<file path="src/rtl/sop_pkg.sv">
// sop_pkg: shared widths and leading-one detect for the sum-of-products datapath
package sop_pkg;
  localparam int OP_W = 8;
  localparam int PROD_W = 16;
  localparam int Y_W = 32;
  localparam int FRAC_W = 7;
  function automatic logic [2:0] lod8(input logic [OP_W-1:0] v);
    lod8 = '0;
    for (int i = 0; i < OP_W; i++) if (v[i]) lod8 = i[2:0];
  endfunction
endpackage

</file>
<file path="src/rtl/approx_sop_core_if.sv">
// approx_sop_core_if: operand/result bundle for the sum-of-products core
interface approx_sop_core_if;
  import sop_pkg::*;
  logic in_valid;
  logic signed [OP_W-1:0] a, b, c, d, e, f;
  logic out_valid;
  logic signed [Y_W-1:0] y;
  modport master(output in_valid, a, b, c, d, e, f, input out_valid, y);
  modport slave(input in_valid, a, b, c, d, e, f, output out_valid, y);
endinterface

</file>
<file path="src/rtl/mitchell_mul.sv">
// mitchell_mul: signed 8x8 product, Mitchell logarithmic approximation or exact
module mitchell_mul import sop_pkg::*; #(
  parameter bit APPROX = 1'b1
) (
  input  logic signed [OP_W-1:0]   p,
  input  logic signed [OP_W-1:0]   q,
  output logic signed [PROD_W-1:0] r
);
  if (APPROX) begin : g_mit
    logic [OP_W-1:0] mp, mq;
    logic [2:0] kp, kq;
    logic [FRAC_W-1:0] fp, fq;
    logic [7:0] t;
    logic [3:0] kk;
    logic [14:0] lo, hi, pm;
    always_comb begin
      mp = p[OP_W-1] ? OP_W'(-p) : OP_W'(p);
      mq = q[OP_W-1] ? OP_W'(-q) : OP_W'(q);
      kp = lod8(mp);
      kq = lod8(mq);
      // strip the leading one and left-align the remainder as a Q0.7 fraction
      fp = FRAC_W'((mp ^ (8'd1 << kp)) << (3'd7 - kp));
      fq = FRAC_W'((mq ^ (8'd1 << kq)) << (3'd7 - kq));
      t = {1'b0, fp} + {1'b0, fq};
      kk = {1'b0, kp} + {1'b0, kq};
      lo = 15'((24'(9'd128 + {1'b0, t}) << kk) >> 7);
      hi = 15'((24'(t) << (kk + 4'd1)) >> 7);
      pm = (mp == '0 || mq == '0) ? '0 : (t[7] ? hi : lo);
      r = (p[OP_W-1] ^ q[OP_W-1]) ? -PROD_W'(pm) : PROD_W'(pm);
    end
  end else begin : g_exact
    assign r = PROD_W'(p) * PROD_W'(q);
  end
endmodule

</file>
<file path="src/rtl/approx_sop_core.sv">
// approx_sop_core: registered y = a*b + c*d + e*f with selectable approximate products
module approx_sop_core import sop_pkg::*; #(
  parameter bit APPROX = 1'b1
) (
  input logic clk,
  input logic rst,
  approx_sop_core_if.slave bus
);
  logic signed [PROD_W-1:0] r0, r1, r2;
  logic signed [Y_W-1:0] sum;
  mitchell_mul #(.APPROX(APPROX)) u_m0 (.p(bus.a), .q(bus.b), .r(r0));
  mitchell_mul #(.APPROX(APPROX)) u_m1 (.p(bus.c), .q(bus.d), .r(r1));
  mitchell_mul #(.APPROX(APPROX)) u_m2 (.p(bus.e), .q(bus.f), .r(r2));
  always_comb sum = Y_W'(r0) + Y_W'(r1) + Y_W'(r2);
  always_ff @(posedge clk or posedge rst) begin
    if (rst) begin
      bus.y <= '0;
      bus.out_valid <= 1'b0;
    end else begin
      bus.out_valid <= bus.in_valid;
      if (bus.in_valid) bus.y <= sum;
    end
  end
endmodule

</file>
<file path="src/flat_wrapper.sv">
// flat-port wrapper written by rule: the top's interface ports become plain ports
module approx_sop_core_flat import sop_pkg::*;
#(
  parameter bit APPROX = 1'b1
)
  (clk, rst, bus_in_valid, bus_a, bus_b, bus_c, bus_d, bus_e, bus_f, bus_out_valid, bus_y);
  approx_sop_core_if bus_i ();
  input logic clk;
  input logic rst;
  input wire logic [$bits(bus_i.in_valid)-1:0] bus_in_valid;
  input wire logic [$bits(bus_i.a)-1:0] bus_a;
  input wire logic [$bits(bus_i.b)-1:0] bus_b;
  input wire logic [$bits(bus_i.c)-1:0] bus_c;
  input wire logic [$bits(bus_i.d)-1:0] bus_d;
  input wire logic [$bits(bus_i.e)-1:0] bus_e;
  input wire logic [$bits(bus_i.f)-1:0] bus_f;
  output wire logic [$bits(bus_i.out_valid)-1:0] bus_out_valid;
  output wire logic [$bits(bus_i.y)-1:0] bus_y;
  assign bus_i.in_valid = bus_in_valid;
  assign bus_i.a = bus_a;
  assign bus_i.b = bus_b;
  assign bus_i.c = bus_c;
  assign bus_i.d = bus_d;
  assign bus_i.e = bus_e;
  assign bus_i.f = bus_f;
  assign bus_out_valid = bus_i.out_valid;
  assign bus_y = bus_i.y;
  approx_sop_core #(.APPROX(APPROX)) u_core (.clk(clk), .rst(rst), .bus(bus_i));
endmodule
</file>
<file path="config.mk">
export PLATFORM = sky130hd
export DESIGN_NAME = approx_sop_core_flat
export DESIGN_NICKNAME = d
export VERILOG_FILES = /design/src/rtl/sop_pkg.sv /design/src/rtl/approx_sop_core_if.sv /design/src/rtl/mitchell_mul.sv /design/src/rtl/approx_sop_core.sv /design/src/flat_wrapper.sv
export SDC_FILE = /design/constraint.sdc
export NUM_CORES = 1
export LEC_CHECK = 0
export ABC_AREA = 0
export CELL_PAD_IN_SITES_DETAIL_PLACEMENT = 1
export CELL_PAD_IN_SITES_GLOBAL_PLACEMENT = 1
export CORE_MARGIN = 1.5
export CORE_UTILIZATION = 45
export DETAILED_ROUTE_END_ITERATION = 8
export PLACE_DENSITY_LB_ADDON = 0.1
export SYNTH_ARGS = -nofsm -noshare
export SYNTH_HDL_FRONTEND = slang
export SYNTH_SLANG_ARGS = --single-unit
</file>
<file path="constraint.sdc">
create_clock -name clk -period 1.8 [get_ports clk]
set_clock_uncertainty 0.2 [all_clocks]
set_input_delay 0.36 -clock clk [delete_from_list [all_inputs] [get_ports clk]]
set_output_delay 0.36 -clock clk [all_outputs]
set_load 0.01 [all_outputs]
</file>
==> results.md, run 1 <==
Status:
- The run stopped with a tool error.
- Progress stopped at detailed placement.
- The first error in the log reads "[ERROR DPL-0033] detailed placement checks failed during check placement".

Placed design:
- The HPWL after detailed placement is 61210 microns.
- During placement, the flow inserted port buffers numbering 83.
- The congestion estimate from routability-driven global placement came to 1.053.

Die:
- The vertical die dimension is 166.2 microns.
- For this configuration, the core starts out at a cell density of 0.4588.
- In this run the count of I/O pins placed on the die edge is 84.
- The placement row count is 59.
- The floorplan die width is 166.2 microns.

Synth:
- In the synthesized netlist the dominant register cell turns out to be sky130_fd_sc_hd__dfrtp_1.
- The average size of a mapped cell is 6.844 sq um.
- Yosys mapped a number of flops with a built-in enable equal to 0.
- Sorting the synthesized cells by area gives the leading types as sky130_fd_sc_hd__ha_1 6.7%, sky130_fd_sc_hd__nor2_1 4.8%, sky130_fd_sc_hd__nand2_1 4.6%, sky130_fd_sc_hd__xnor2_1 4.6%, sky130_fd_sc_hd__a21oi_1 4.4%.
- The async set-or-reset flop fraction in the synthesized netlist is 1.000.
- The total of warnings raised by yosys is 0.
- The share of synthesized area in the top cell type comes to 0.06678.
- The number of different library cells used by synthesis comes to 102.
- sky130_fd_sc_hd__ha_1 takes more of the synthesized area than any other cell.
- The total of flip-flops plus latches after synthesis is 19.
- The sequential cell area fraction in the yosys report is 0.03965.
- The synthesized cell area is 11990 sq um.
- Synthesis produced 1752 cells.
synthesized netlist by cell type, types with 29 or more instances:
cell	n
sky130_fd_sc_hd__o211ai_1	38
sky130_fd_sc_hd__xnor2_1	63
sky130_fd_sc_hd__nand2_1	148
sky130_fd_sc_hd__or3_1	29
sky130_fd_sc_hd__mux2_2	31
sky130_fd_sc_hd__a211oi_1	32
sky130_fd_sc_hd__nand2b_1	32
sky130_fd_sc_hd__nand3_1	53
sky130_fd_sc_hd__o21ai_0	100
sky130_fd_sc_hd__a31oi_1	40
sky130_fd_sc_hd__nor2_1	153
sky130_fd_sc_hd__inv_1	107
sky130_fd_sc_hd__nor3_1	53
sky130_fd_sc_hd__ha_1	64
sky130_fd_sc_hd__mux2i_1	34
sky130_fd_sc_hd__a21oi_1	106
sky130_fd_sc_hd__xor2_1	38
sky130_fd_sc_hd__clkbuf_1	67
through the flow:
step | cell area (sq um) | setup slack (ns) | setup TNS, ns | hold slack (ns)
after floorplan | 12570 | -6.490 | -98.85 | 0.1111
after global placement | 18250 | -7.104 | -112.66 | 0.2738
cell families after synthesis:
group | Yosys count | synth area share
other | 1 | 0.0003128
XOR/XNOR | 103 | 0.07649
multiplexers | 69 | 0.06501
AND/OR/NAND/NOR | 618 | 0.2586
flip-flops | 19 | 0.03965
buffers and inverters | 227 | 0.07879
adder cells (fa/ha/maj) | 87 | 0.1052
AO/OA/AOI/OAI | 628 | 0.3760
==> run 2, diff against run 1 <==
--- a/config.mk
+++ b/config.mk
@@ -6,12 +6,10 @@
 export NUM_CORES = 1
 export LEC_CHECK = 0
 export ABC_AREA = 0
-export CELL_PAD_IN_SITES_DETAIL_PLACEMENT = 1
-export CELL_PAD_IN_SITES_GLOBAL_PLACEMENT = 1
 export CORE_MARGIN = 1.5
-export CORE_UTILIZATION = 45
+export CORE_UTILIZATION = 30
 export DETAILED_ROUTE_END_ITERATION = 8
-export PLACE_DENSITY_LB_ADDON = 0.1
+export PLACE_DENSITY_LB_ADDON = 0.15
 export SYNTH_ARGS = -nofsm -noshare
 export SYNTH_HDL_FRONTEND = slang
 export SYNTH_SLANG_ARGS = --single-unit
==> run 2 against run 1 <==
Against the previous run: the flow now finishes, with violations (setup timing); area after synthesis is the same; synthesized cell count stayed put.
==> results.md, run 2 <==
Worst setup path:
- The nature of the critical path startpoint is a primary input.
- In this design, the critical path's most frequently occurring cell is sky130_fd_sc_hd__buf_4.
- The depth of the most critical reg-to-reg path is 2.
- The endpoint of the most critical register-to-register path is u_core.bus.y[30].
- The critical-path maximum fanout is 5.
- The critical path in this run is classified as primary input to flip-flop.
- Data on the critical path arrives at its endpoint at 7.99 ns.
- The master of the slowest instance on the critical path is sky130_fd_sc_hd__fa_1.
- The reg-to-reg setup timing slack is 0.59 ns.
- The worst setup path is captured at a flip-flop.
- The startpoint identified for the worst register-to-register timing path is u_core.bus.y[30].
- The biggest cell delay along the critical path is 0.60 ns.
- The critical path required time is 1.73 ns.

Timing:
- The headroom to the max-slew limit is 0.5130.
- Setup repair after global routing could not meet its margin everywhere.
- In the finished design, the share of the clock period the worst path needs comes to 4.476.
- The smallest clock period supported by the final layout is computed as 8.057 ns.
- The max-slew violation count is 0.
- The fmax is 124.1 MHz.
- The final setup violation count is 18.
- The post-route worst setup slack is -6.257 ns.
- The sum of negative setup slack is -98.57 ns.
- For the pin with the worst max-slew slack, the measured transition is 0.7213 ns.
- The number of hold-slack violations in the final timing report came to 0.

Layout:
- The register with the most flip-flops in the layout has 18 of them.
- 0 antenna diodes ended up in the layout.
- Counting the fill cells in the layout gives 3822.
- The net count of the finished layout is 2643.
- Ranked by flip-flop count, first place goes to u_core.bus.y.
- The ratio of cells with drive above 1 in the final layout is 0.4728.
- The area of the multi-input gates is 12560 sq um.
- The area growth from synthesis to layout is 75.46%.
- Leaving out fill and tap cells, the most frequent cells in the layout are 746 x sky130_fd_sc_hd__buf_4, 143 x sky130_fd_sc_hd__nor2_1, 134 x sky130_fd_sc_hd__nand2_1, 83 x sky130_fd_sc_hd__inv_1, 77 x sky130_fd_sc_hd__a21oi_1.
- The most frequent standard cell in the layout excluding fill and tap cells is sky130_fd_sc_hd__buf_4.
- Once layout is done, the placed cells without fillers occupy 21040 sq um.
- The sequential cells in the finished layout cover a total of 476.7 sq um.
- The largest registers in the layout are u_core.bus.y x18, u_core.bus.out_valid x1.
- At the end of the flow the core is filled with cells to 0.5319.

CTS:
- The sink count of the clock tree is 19.
- In this run the number of H-tree levels came out at 1.
- For this design, the CTS-stage hold fixing added 0 buffers.
- After clock tree synthesis, the clock-pin slew on the worst setup and hold paths is 0.05 ns.
- The CTS buffer count is 3.
- For the worst-skew pair, the clock arrives at the later sink with an insertion delay of 0.24 ns.
- The buffer depth of the longest clock path is 2.
- TritonCTS built the clock tree.
- CTS placed an instance of sky130_fd_sc_hd__clkbuf_16 at the clock tree root.

Synth:
- The share of the synthesized area in the top cell type is 0.06678 (unchanged).
- The async set-or-reset flop fraction in the synthesized netlist came to 1.000 (unchanged).
- The total of flip-flops plus latches after synthesis is 19 (unchanged).
- The synthesized cell area is 11990 sq um (unchanged).
- The average size of a mapped cell is 6.844 sq um (unchanged).
- The number of enable flip-flop cells after synthesis was 0 (unchanged).
- The sequential cell area fraction in the yosys report is 0.03965 (unchanged).
- The cell taking the most area after synthesis is sky130_fd_sc_hd__ha_1 (unchanged).
- The most instantiated flip-flop cell in the synthesis netlist is sky130_fd_sc_hd__dfrtp_1 (unchanged).
- The synthesized instance count is 1752 (unchanged).
- The post-synthesis cell type count is 102 (unchanged).
- Synth top cells by count: 153 x sky130_fd_sc_hd__nor2_1, 148 x sky130_fd_sc_hd__nand2_1, 107 x sky130_fd_sc_hd__inv_1, 106 x sky130_fd_sc_hd__a21oi_1, 100 x sky130_fd_sc_hd__o21ai_0 (unchanged).
- Synth area leaders: sky130_fd_sc_hd__ha_1 6.7%, sky130_fd_sc_hd__nor2_1 4.8%, sky130_fd_sc_hd__nand2_1 4.6%, sky130_fd_sc_hd__xnor2_1 4.6%, sky130_fd_sc_hd__a21oi_1 4.4% (unchanged).
- The total of warnings raised by yosys is 0 (unchanged).
- The most frequent cell after synthesis is sky130_fd_sc_hd__nor2_1 (unchanged).

Power:
- The largest vdd supply drop is 2.635 mV.
- The power per unit of standard cell area is 2486 nW/um^2.
- The fraction of power consumed by sequential logic is 0.017.
- Power comes to 52.31 mW.
- Cell internal power was estimated by the tool at 28.19 mW.
- Of the total power, combinational logic draws 0.975.
- The static leakage is 9.386 nW.
- Of the total power, the clock network draws 0.008.
- The switching component of the power is 24.12 mW.
- Of the total power, the share spent switching nets is 0.4611.

Drt:
- The via count of the routed design is 16290.
- In the final routed layout, each cell accounts on average for 16.37 microns.
- Once detail routing completed, the nets flagged for antenna violations numbered 0.
- For this block, the initial DRC count from the detailed router was 881.
- After detailed routing, the number of remaining DRC violations is 0.
- For this run, the detailed router's first-pass iteration total came to 5.
- The total length of routed wires is 49600 microns.
- The detailed-route vias per instance is 5.379.

Die:
- The vertical die dimension came to 202.9 microns (was 166.2 microns).
- The placement row count was 73 (was 59).
- The number of ports placed on the die boundary is 84 (unchanged).
- The total area inside the core boundary comes to 39550 sq um.
- The overall die area is 41180 sq um.
- The floorplan die width was 202.9 microns (was 166.2 microns).
- The effective utilization at floorplan came to 0.3032 (was 0.4588).

Placed design:
- The pre-CTS setup slack is -7.226 ns.
- The routability congestion estimate was 0.9452 (was 1.053).
- The detailed placement HPWL is 39970 microns (was 61210 microns).
- Once placement finished, the instance area stood at 18660 sq um.
- The number of I/O port buffers is 83 (unchanged).

Worst hold path:
- The tightest min-delay check is of the primary input to asynchronous set/reset pin type.

Global routing:
- The number of antenna violations at the first check in global routing was 0.
- The first global-routing pass estimated 79950 microns of wire.
- The number of global-route vias before repair was 15800.
- Entering global routing, the biggest net connects 39 pins.
- The aggregate global routing overflow is 0.
- Across every metal layer, demand over resource in global routing totals 0.2302.

Status:
- The checks that failed: setup timing.
- Status: complete, but fails checks (was aborted with a tool error).

Run:
- The count of maximum capacitance violations is 0.
run 2: power by group through the flow:
stage / sequential, mW / clock [mW] / combinational [mW]
floorplan: 1.02 / 0 / 23.9
global placement: 0.917 / 0 / 40.6
detailed placement: 0.929 / 0 / 41.2
CTS: 0.893 / 0.449 / 46.8
global route: 0.920 / 0.470 / 54.9
finish: 0.894 / 0.438 / 51.0
run 2: worst max path at each step:
stage,to,start,slack (ns),cells past startpoint
2_1_floorplan,u_core.bus.y[15],bus_b[1],-6.49,38
3_3_place_gp,u_core.bus.y[15],bus_b[1],-7.13,35
3_5_place_dp,u_core.bus.y[15],bus_f[1],-7.23,37
4_1_cts,u_core.bus.y[15],bus_f[0],-6.30,37
5_1_grt,u_core.bus.y[16],bus_e[1],-6.56,40
6_report,u_core.bus.y[15],bus_e[0],-6.26,36
run 2: routing by layer:
| layer | routed length, microns | part of all wire | global-route usage | up-vias |
|---|---|---|---|---|
| met5 | 0 | 0 | 0 | - |
| met4 | 646 | 0.013 | 0.03307 | 0 |
| met3 | 1630 | 0.033 | 0.006581 | 38 |
| met2 | 24060 | 0.49 | 0.4059 | 355 |
| met1 | 23260 | 0.47 | 0.3176 | 7780 |
| li1 | - | - | - | 8120 |
run 2: cell type report:
class / count / share of cell area
clock buffers: 4 / 0.003747
repair buffers: 862 / 0.3241
multi-input cells: 1511 / 0.5970
inverters: 108 / 0.02123
flip-flops and latches: 19 / 0.02266
well taps: 525 / 0.03122
run 2: logic make-up (layout without fill, tap and decap cells):
logic type,count (synthesis),in the layout,synth area share
and+or+nand+nor,618,618,0.2586
DFF,19,19,0.03965
muxes,69,69,0.06501
adders and majority gates,87,87,0.1052
AOI/OAI and AO/OA,628,628,0.3760
buffers and inverters,227,974,0.07879
other,1,6,0.0003128
xor gates and xnor gates,103,103,0.07649
run 2: through the flow:
stage                     instances  hold WS [ns]
after floorplan                1757        0.1111
after global placement         2934        0.2695
after detailed placement       2934        0.2727
after CTS                      3003        0.2666
after global routing           3029        0.2943
final                          3029        0.2514
run 2: worst max-delay path: cells and delay by family:
kind / cells / cell delay, ns
xor+xnor: 1 / 0.09
buf+inv: 8 / 1.00
fa+ha+maj: 6 / 2.16
compound gates: 12 / 2.22
simple gates: 9 / 2.14
run 2: timing repair:
action	CTS	global route
endpoints found under the setup margin	33	18
pin swaps	144	114
gates cloned	0	1
setup buffers	66	30
resized for setup	289	154
(Power assumes the default switching activity.)
